===== src/rtl/fetch_pc_unit.sv =====
// Program counter and instruction-fetch stage: one outstanding imem request at a time,
// fetched word handed to decode over a valid/ready handshake, flush redirect has priority.
module fetch_pc_unit #(
    parameter logic [31:0] RESET_PC = 32'h0000_0000
) (
    input  logic        clk,
    input  logic        rst_n,
    input  logic [31:0] next_pc,
    input  logic        flush,
    input  logic [31:0] flush_pc,
    output logic        imem_req,
    output logic [31:0] imem_addr,
    input  logic        imem_gnt,
    input  logic        imem_rvalid,
    input  logic [31:0] imem_rdata,
    output logic        inst_valid,
    output logic [31:0] inst,
    output logic [31:0] inst_pc,
    output logic [31:0] pc_plus4,
    input  logic        inst_ready
);

    typedef enum logic [1:0] {StIdle, StFetch, StWait, StHold} state_e;

    state_e      state_q, state_d;
    logic [31:0] pc_q, pc_d;
    logic [31:0] inst_q, inst_d;
    logic [31:0] inst_pc_q, inst_pc_d;
    logic        discard_q, discard_d;

    // Low PC bits are always forced to zero on load.
    logic unused_low_bits;
    assign unused_low_bits = ^{next_pc[1:0], flush_pc[1:0]};

    always_ff @(posedge clk or negedge rst_n) begin
        if (!rst_n) begin
            state_q   <= StIdle;
            pc_q      <= RESET_PC;
            inst_q    <= 32'h0;
            inst_pc_q <= RESET_PC;
            discard_q <= 1'b0;
        end else begin
            state_q   <= state_d;
            pc_q      <= pc_d;
            inst_q    <= inst_d;
            inst_pc_q <= inst_pc_d;
            discard_q <= discard_d;
        end
    end

    always_comb begin
        state_d   = state_q;
        pc_d      = pc_q;
        inst_d    = inst_q;
        inst_pc_d = inst_pc_q;
        discard_d = discard_q;

        case (state_q)
            StIdle: state_d = StFetch;
            StFetch: begin
                if (imem_gnt) begin
                    state_d   = StWait;
                    // A grant alongside a flush fetches the stale address; drop its data.
                    discard_d = flush;
                end
            end
            StWait: begin
                if (imem_rvalid) begin
                    if (flush || discard_q) begin
                        state_d   = StFetch;
                        discard_d = 1'b0;
                    end else begin
                        inst_d    = imem_rdata;
                        inst_pc_d = pc_q;
                        state_d   = StHold;
                    end
                end else if (flush) begin
                    discard_d = 1'b1;
                end
            end
            StHold: begin
                if (flush) begin
                    state_d = StFetch;
                end else if (inst_ready) begin
                    pc_d    = {next_pc[31:2], 2'b00};
                    state_d = StFetch;
                end
            end
            default: state_d = StIdle;
        endcase

        if (flush) begin
            pc_d = {flush_pc[31:2], 2'b00};
        end
    end

    assign imem_req   = (state_q == StFetch);
    assign imem_addr  = pc_q;
    assign inst_valid = (state_q == StHold);
    assign inst       = inst_q;
    assign inst_pc    = inst_pc_q;
    assign pc_plus4   = inst_pc_q + 32'd4;

endmodule


===== config.mk =====
export PLATFORM = sky130hd
export DESIGN_NAME = fetch_pc_unit
export DESIGN_NICKNAME = d
export VERILOG_FILES = /design/src/rtl/fetch_pc_unit.sv
export SDC_FILE = /design/constraint.sdc
export NUM_CORES = 1
export LEC_CHECK = 0
export CORE_ASPECT_RATIO = 0.9
export CORE_UTILIZATION = 40
export CTS_CLUSTER_SIZE = 16
export DETAILED_ROUTE_END_ITERATION = 8
export PLACE_DENSITY_LB_ADDON = 0.05
export SLEW_MARGIN = 15
export SYNTH_ARGS = -nofsm -noshare
export SYNTH_HDL_FRONTEND = slang
export SYNTH_SLANG_ARGS = --single-unit

===== constraint.sdc =====
create_clock -name clk -period 5.9 [get_ports clk]
set_clock_uncertainty 0.2 [all_clocks]
set_input_delay 0.885 -clock clk [delete_from_list [all_inputs] [get_ports clk]]
set_output_delay 0.885 -clock clk [all_outputs]
set_load 0.02 [all_outputs]

After elaboration in Yosys (flattened, before gate mapping). Index checks and enable logic that the tools add are counted.

ROM bits: 0. Memory bits (writable): 0. Register bits: 99. Word-level logic and storage cells: 38. Bits in latches: 0. Memories: 0.

Add/sub/neg operators: 1. Div/mod/pow operators: 0. Eq/ne operators: 8. Shifts and indexed selects: 0. Bitwise logic cells: 1. Order comparisons: 0. Reductions and logical operators: 9. Multiplexer cells: 14. $mul: 0.

Operator list (number): $mux 32 (3); $add 32x3->32 const B (1); $mux 2 (5); $pmux 2 s4 (1); $ne 3x3->1 const B (2); $reduce_and 3->1 (2); $reduce_bool 2->1 (3); $eq 2x2->1 const B (2); $mux 1 (4); $reduce_and 4->1 (1); $ne 3x2->1 const B (1); $eq 2x1->1 const B (1); $logic_not 2->1 (1); $ne 2x1->1 const B (1); $ne 2x2->1 const B (1); $pmux 1 s2 (1); $reduce_and 2->1 (1); $logic_or 1x1->1 (1); $not 1->1 (1).

Logic depth before layout (Yosys ltp). Gate-level depths: netlist of the first run.

Depth in word-level cells: 4. Depth in mapped cells: 7.

Worst setup path after synthesis of the first run. No wires, ideal clock.

Path kind: register -> output. From: reg inst_pc_q[3], in the netlist inst_pc[3]. To: out pc_plus4[26]. Stages on the path, launching flop included: 6. Path buffers: 0. Setup slack: 3.024 ns. Arrival time: 1.791 ns. Required time: 4.815 ns. Path through: dfrtp_1 ha_1 nand3_1 nor4_4 nand4_1 xnor2_1.

Word-level cells in the longest chain between the ends: 1.

Ends and longest elaborated chain: start: declaration (line 28) `logic [31:0] inst_pc_q, inst_pc_d;`; start signal: assignment (line 46) `inst_pc_q <= inst_pc_d;`; $add 32x3->32 (line 102) `assign pc_plus4 = inst_pc_q + 32'd4;`; end: declaration (line 19) `output logic [31:0] pc_plus4,`.

No other way between the ends.

Final worst setup path of the first run. Ends and elaborated chain as after synthesis.

==> Implementation_results.wiki, run 1 <==
{| class="wikitable"
! Metric !! Value
|-
| Total of hold buffers inserted after clock tree synthesis || 0
|-
| Achievable Freq || 257 MHz
|-
| Maximum number of pins on one net before global-route repair || 52
|-
| Count of H-tree levels built during CTS || 3
|-
| Kind of cell adding the most delay to the critical path || simple AND/OR/NAND/NOR gates
|-
| Number of slew-limit violations in the final report || 0
|-
| Full die area || 11600 sq um
|-
| Worst-case clock buffer depth || 2
|-
| Pre-CTS worst setup slack || 2.33 ns
|-
| Number of nets in the final layout || 697
|-
| Number of CTS-inserted buffers || 9
|-
| Number of flip-flops and latches in the synthesized netlist || 95
|-
| Slew at the pin closest to its max-slew limit || 0.761 ns
|-
| Number of synthesized flops with an enable pin || 0
|-
| Average instance area after synthesis || 12.0 sq um
|-
| Area Growth Syn to Fin || 59.8%
|-
| Fraction of the yosys area taken by sequential cells || 0.531
|-
| Routed wire length || 11500 microns
|-
| CP bufs+invs || 1
|-
| Post-CTS setup buffer count || 0
|-
| Antenna diode count || 0
|-
| Routability cong. || 0.807
|-
| DPL Wire Length || 8470 microns
|-
| Leftover overflow at the end of global routing || 0
|-
| Pwr per Cell Area || 473 nW/um^2
|-
| Status || finished, final reports clean
|-
| Post-synthesis cell area || 4470 sq um
|-
| Delay of the slowest cell on the worst path || 0.63 ns
|-
| Slew HR || 0.493
|-
| Cell Chain, Critical Path || ha_1, nand3_1, nor4_4, nand4_1, xnor2_1, clkdlybuf4s50_1
|-
| IO Count || 232
|-
| Hold Crit Depth || 2
|-
| Fill count || 890
|-
| Number of vias in the routed layout || 3609
|-
| Largest fanout of any net on the critical path || 8
|-
| Crit path kind || reg2out
|-
| Path type of the worst min-delay path || reg2reg
|-
| Most used cells in the layout excluding fill and tap cells || clkdlybuf4s50_1 (219), dfrtp_1 (95), mux2_2 (61)
|-
| Count of input and output buffers || 221
|-
| Residual DRC count || 0
|-
| Clock latency reported for the late side of the worst-skew pair || 0.34 ns
|-
| Commonest non-fill, non-tap cell in the layout || clkdlybuf4s50_1
|-
| Clock-pin slew on the worst setup and hold paths || 0.06 ns
|-
| First-pass GRT wire length || 17900 microns
|-
| Antenna violation net count after detailed routing || 0
|-
| Number of detailed-routing iterations run before antenna repair || 4
|-
| DR WL/cell || 15.4 microns
|-
| Clk root buf || clkbuf_16
|-
| Standby leakage power || 3.09 nW
|-
| Share of layout cells above drive strength 1 || 0.153
|-
| Setup_tns || 0 ns
|-
| Worst endpoint data arrival time || 2.81 ns
|-
| Global router's overall resource usage || 0.203
|-
| Final setup fails || 0
|-
| Clock tree from TritonCTS || yes
|-
| Netlist cell types || 29
|-
| Post-synthesis cell count || 373
|-
| Number of global-route vias before repair || 3484
|-
| Core region area || 10900 sq um
|-
| Number of logic stages on the critical path including buffering || 6
|-
| VDD IR-drop max || 0.281 mV
|-
| Post-layout worst setup margin || 2.01 ns
|-
| Clock net sink count || 95
|-
| RSZ-0062 raised after global routing || false
|-
| FFs w/ async S/R, synth || 1.00
|-
| Via density || 4.83
|-
| FF-to-FF path depth || 5
|-
| Sort of element at the start of the critical path || flip-flop
|-
| Cts repair resizes || 0
|-
| Slowest cell on the critical path || clkdlybuf4s50_1
|-
| Synth Warn # || 0
|-
| Final cell area excluding filler cells || 7150 sq um
|-
| Hold violation total from the final report || 0
|-
| Ratio of final minimum period to clock period || 0.660
|-
| Data required time of the worst path || 4.82 ns
|-
| Placement row count || 36
|-
| Initial core utilization || 0.412
|-
| Number of antenna violations at the first check in global routing || 0
|-
| Instance area at placement || 6800 sq um
|-
| Most used flip-flop cell after synthesis || dfrtp_1
|-
| Horizontal die dimension || 113 microns
|-
| Die Height || 102 microns
|-
| Post-route minimum period || 3.89 ns
|-
| Initial DRC Count || 150
|-
| Critical path endpoint category || primary output
|-
| Maximum Capacitance Violations || 0
|}
-- state kept, by name, summed over array words and instances (netlist names) --
register	count
state_q	2
inst	32
inst_pc	30
discard_q	1
imem_addr	30
-- path summary, 6_finish.rpt --
kind | startpoint | end | slack (ns)
min in group asynchronous | rst_n | imem_addr[12] | 0.33
hold / removal | imem_addr[10] | imem_addr[10] | 0.30
max in group asynchronous | rst_n | imem_addr[5] | 4.07
setup reg to reg | state_q[0] | inst_pc[11] | 3.21
setup / recovery | inst_pc[3] | pc_plus4[26] | 2.01
hold reg to reg | imem_addr[10] | imem_addr[10] | 0.30
-- through the flow --
step | power (mW) | instances | utilization | hold slack [ns]
finish | 3.38 | 747 | 0.659 | 0.301
global route | 3.56 | 747 | 0.659 | 0.325
CTS | 3.42 | 747 | 0.659 | 0.309
detailed placement | 2.74 | 731 | 0.627 | 0.294
global placement | 2.70 | 731 | 0.627 | 0.283
floorplan | 1.88 | 378 | - | 0.334
-- synthesized netlist by cell type, types with 3 or more instances --
master     n  share of area
dfrtp_1   95           0.53
buf_2     11          0.012
o21ai_0   33          0.037
buf_4      6          0.010
nand4_1    6         0.0084
mux2i_1   31          0.069
nor3_1     3         0.0034
inv_1      5         0.0042
ha_1       5          0.014
and3_1     4         0.0056
a21oi_1    4         0.0045
xnor2_1   19          0.037
mux2_2    61           0.15
clkbuf_1   7         0.0059
nand2_1   39          0.033
nor2_1     8         0.0067
nand3_1   15          0.017
xor2_1     9          0.018
-- metal layers --
metal,part of all wire,track usage,vias to the layer above
met2,0.50,0.351,141
met1,0.40,0.237,1737
met3,0.089,0.0830,10
li1,-,-,1721
met4,0.0089,0.0496,0
met5,0,0,-
-- kinds of logic after synthesis --
kind of cell,share of synthesized area
xor+xnor,0.0548
buf+inv,0.0324
compound gates,0.0434
simple gates,0.100
other cells,0.000838
mux,0.223
fa+ha+maj,0.0140
flops,0.531
-- worst register-to-register path, stage by stage, from the launching register on --
cell and delay, ns:
dfrtp_1 0.41, inv_1 0.10, ha_1 0.23, and3_2 0.72, buf_4 0.52, mux2_2 0.40
-- power breakdown --
| group | total [mW] | switching, mW | internal [mW] |
|---|---|---|---|
| logic | 1.60 | 0.754 | 0.842 |
| clock network | 0.668 | 0.244 | 0.424 |
| registers | 1.11 | 0.227 | 0.888 |
| total | 3.38 | 1.22 | 2.15 |
-- final cells by class --
cell class                 count  area (sq um)  share of cell area
inverter                       5          18.8             0.00263
multi-input combinational    254          1980               0.277
clock buffer                  10           239              0.0334
sequential                    95          2380               0.333
tap                          152           190              0.0266
clock inverter                 6           108              0.0151
timing repair buffer         225          2230               0.313
No activity file was read; power rests on OpenSTA's default activity.
==> run 2: changes to the inputs <==
--- a/config.mk
+++ b/config.mk
@@ -6,7 +6,7 @@
 export NUM_CORES = 1
 export LEC_CHECK = 0
 export CORE_ASPECT_RATIO = 0.9
-export CORE_UTILIZATION = 40
+export CORE_UTILIZATION = 36
 export CTS_CLUSTER_SIZE = 16
 export DETAILED_ROUTE_END_ITERATION = 8
 export PLACE_DENSITY_LB_ADDON = 0.05
==> constraint.sdc (replaced) <==
create_clock -name clk -period 3.3 [get_ports clk]
set_clock_uncertainty 0.2 [all_clocks]
set_input_delay 0.495 -clock clk [delete_from_list [all_inputs] [get_ports clk]]
set_output_delay 0.495 -clock clk [all_outputs]
set_load 0.02 [all_outputs]
==> run 2 against run 1 <==
Against the previous run:
- sequential power rose by 79%
- clock power rose by 40%
- via count fell by 1.1%
- sequential share of layout area barely moved
- worst setup slack got worse by 1.8 ns
- die area rose by 11%
- final area barely moved
- cell count rose by 1.6%
- routed wire length rose by 1.1%
==> Implementation_results.wiki, run 2 (synthesis gave the netlist of run 1 again) <==
{| class="wikitable"
! Metric !! Value
|-
| Routability cong. || 0.759
|-
| Clock-pin slew on the worst setup and hold paths || 0.06 ns
|-
| Antenna violation net count after detailed routing || 0
|-
| Clock latency reported for the late side of the worst-skew pair || 0.34 ns
|-
| Clock tree from TritonCTS || yes
|-
| Initial core utilization || 0.370
|-
| Crit path capture || pc_plus4[20]
|-
| Area of the multi-input gates || 1990 sq um
|-
| Residual DRC count || 0
|-
| Data required time of the worst path || 2.60 ns
|-
| Slew HR || 0.492
|-
| Maximum number of pins on one net before global-route repair || 61
|-
| Full die area || 12900 sq um
|-
| Number of vias in the routed layout || 3569
|-
| Routed wire length || 11600 microns
|-
| Via density || 4.70
|-
| Post-layout worst setup margin || 0.171 ns
|-
| Status || finished, final reports clean
|-
| Final setup fails || 0
|-
| Sort of element at the start of the critical path || flip-flop
|-
| Reg2Reg Capture Point || inst_pc[16]
|-
| Count of H-tree levels built during CTS || 3
|-
| Count of input and output buffers || 221
|-
| Hold violation total from the final report || 0
|-
| Share of layout cells above drive strength 1 || 0.160
|-
| Worst endpoint data arrival time || 2.43 ns
|-
| First-pass GRT wire length || 18400 microns
|-
| Pre-CTS worst setup slack || 0.370 ns
|-
| Total of hold buffers inserted after clock tree synthesis || 0
|-
| Placed instance count || 743
|-
| Number of CTS-inserted buffers || 9
|-
| RR Startpoint || state_q[0]
|-
| Number of nets in the final layout || 702
|-
| Number of global-route vias before repair || 3658
|-
| Register area || 2380 sq um
|-
| DR WL/cell || 15.3 microns
|-
| Clk root buf || clkbuf_16
|-
| Clock net sink count || 95
|-
| Largest fanout of any net on the critical path || 8
|-
| Slew at the pin closest to its max-slew limit || 0.763 ns
|-
| FF-to-FF path depth || 5
|-
| Post-route minimum period || 3.13 ns
|-
| Horizontal die dimension || 119 microns
|-
| Register-to-register path setup slack || 1.26 ns
|-
| IO Count || 232
|-
| Initial DRC Count || 86
|-
| Pwr per Cell Area || 810 nW/um^2
|-
| Commonest non-fill, non-tap cell in the layout || clkdlybuf4s50_1
|-
| Number of detailed-routing iterations run before antenna repair || 4
|-
| Number of slew-limit violations in the final report || 0
|-
| Critical path endpoint category || primary output
|-
| Number of standard cells in the layout, taps in and fillers out || 759
|-
| Standby leakage power || 3.16 nW
|-
| Path type of the worst min-delay path || in2async
|-
| Leftover overflow at the end of global routing || 0
|-
| Core region area || 12100 sq um
|-
| Antenna diode count || 0
|-
| Startpoint of the worst setup timing path || inst_pc[3]
|-
| Placement row count || 38
|-
| Most used cells in the layout excluding fill and tap cells || clkdlybuf4s50_1 (214), dfrtp_1 (94), mux2_2 (61)
|-
| Maximum Capacitance Violations || 0
|-
| Number of flip-flops under the largest register name || 32
|-
| Fill count || 1034
|-
| Crit path kind || reg2out
|-
| DPL Wire Length || 8700 microns
|-
| Ratio of final minimum period to clock period || 0.948
|-
| Global router's overall resource usage || 0.185
|-
| Number of antenna violations at the first check in global routing || 0
|-
| VDD IR-drop max || 0.442 mV
|-
| Die Height || 108 microns
|-
| Area Growth Syn to Fin || 59.8%
|-
| Achievable Freq || 320 MHz
|-
| Worst-case clock buffer depth || 2
|}
## run 2: power by group
group	internal, mW	total (mW)	switching, mW
combinational	1.51	2.86	1.35
sequential	1.59	1.99	0.402
clock	0.523	0.934	0.411
## run 2: timing repair
| action | CTS | global route |
|---|---|---|
| setup endpoints to repair | 3 | 11 |
| resized for setup | 0 | 7 |
| gates cloned | 0 | 0 |
| pin swaps | 1 | 1 |
| buffers inserted | 0 | 1 |
## run 2: layout make-up
class | count | area share
flip-flops and latches | 95 | 0.333
repair buffers | 230 | 0.321
multi-input cells | 254 | 0.278
clock buffers | 11 | 0.0340
well taps | 160 | 0.0280
clock inverters | 4 | 0.00315
inverters | 5 | 0.00263
## run 2: per-stage QoR
step           hold WS (ns)  area, sq um  setup TNS, ns  power (mW)  utilization
2_1_floorplan     -0.000591         4490              0        3.37            -
3_3_place_gp          0.282         6860              0        4.85        0.568
3_5_place_dp          0.292         6860              0        4.90        0.568
4_1_cts              0.0575         7120        -0.0178        5.87        0.590
5_1_grt              0.0813         7150       -0.00496        6.11        0.592
6_report             0.0214         7150              0        5.79        0.592
## run 2: per-layer routing
layer,part of all wire,global-route usage,wire [microns]
met5,0,0,0
met1,0.40,0.202,4680
met3,0.094,0.0694,1090
met4,0.011,0.0589,123
met2,0.49,0.331,5730
## run 2: worst min-delay path by stage
stage	startpoint	endpoint	slack, ns
after floorplan	rst_n	discard_q	-0.0006
after global placement	imem_addr[18]	imem_addr[18]	0.28
after detailed placement	imem_addr[5]	imem_addr[5]	0.29
after CTS	rst_n	imem_addr[12]	0.06
after global routing	rst_n	imem_addr[12]	0.08
final	rst_n	imem_addr[12]	0.02
## run 2: worst max-delay path: stages, from the launching register on
cell and delay, ns:
dfrtp_1 0.41, ha_1 0.23, nand3_2 0.18, nor4_4 0.18, buf_4 0.22, nand3_1 0.10, xnor2_1 0.15, clkdlybuf4s50_1 0.62
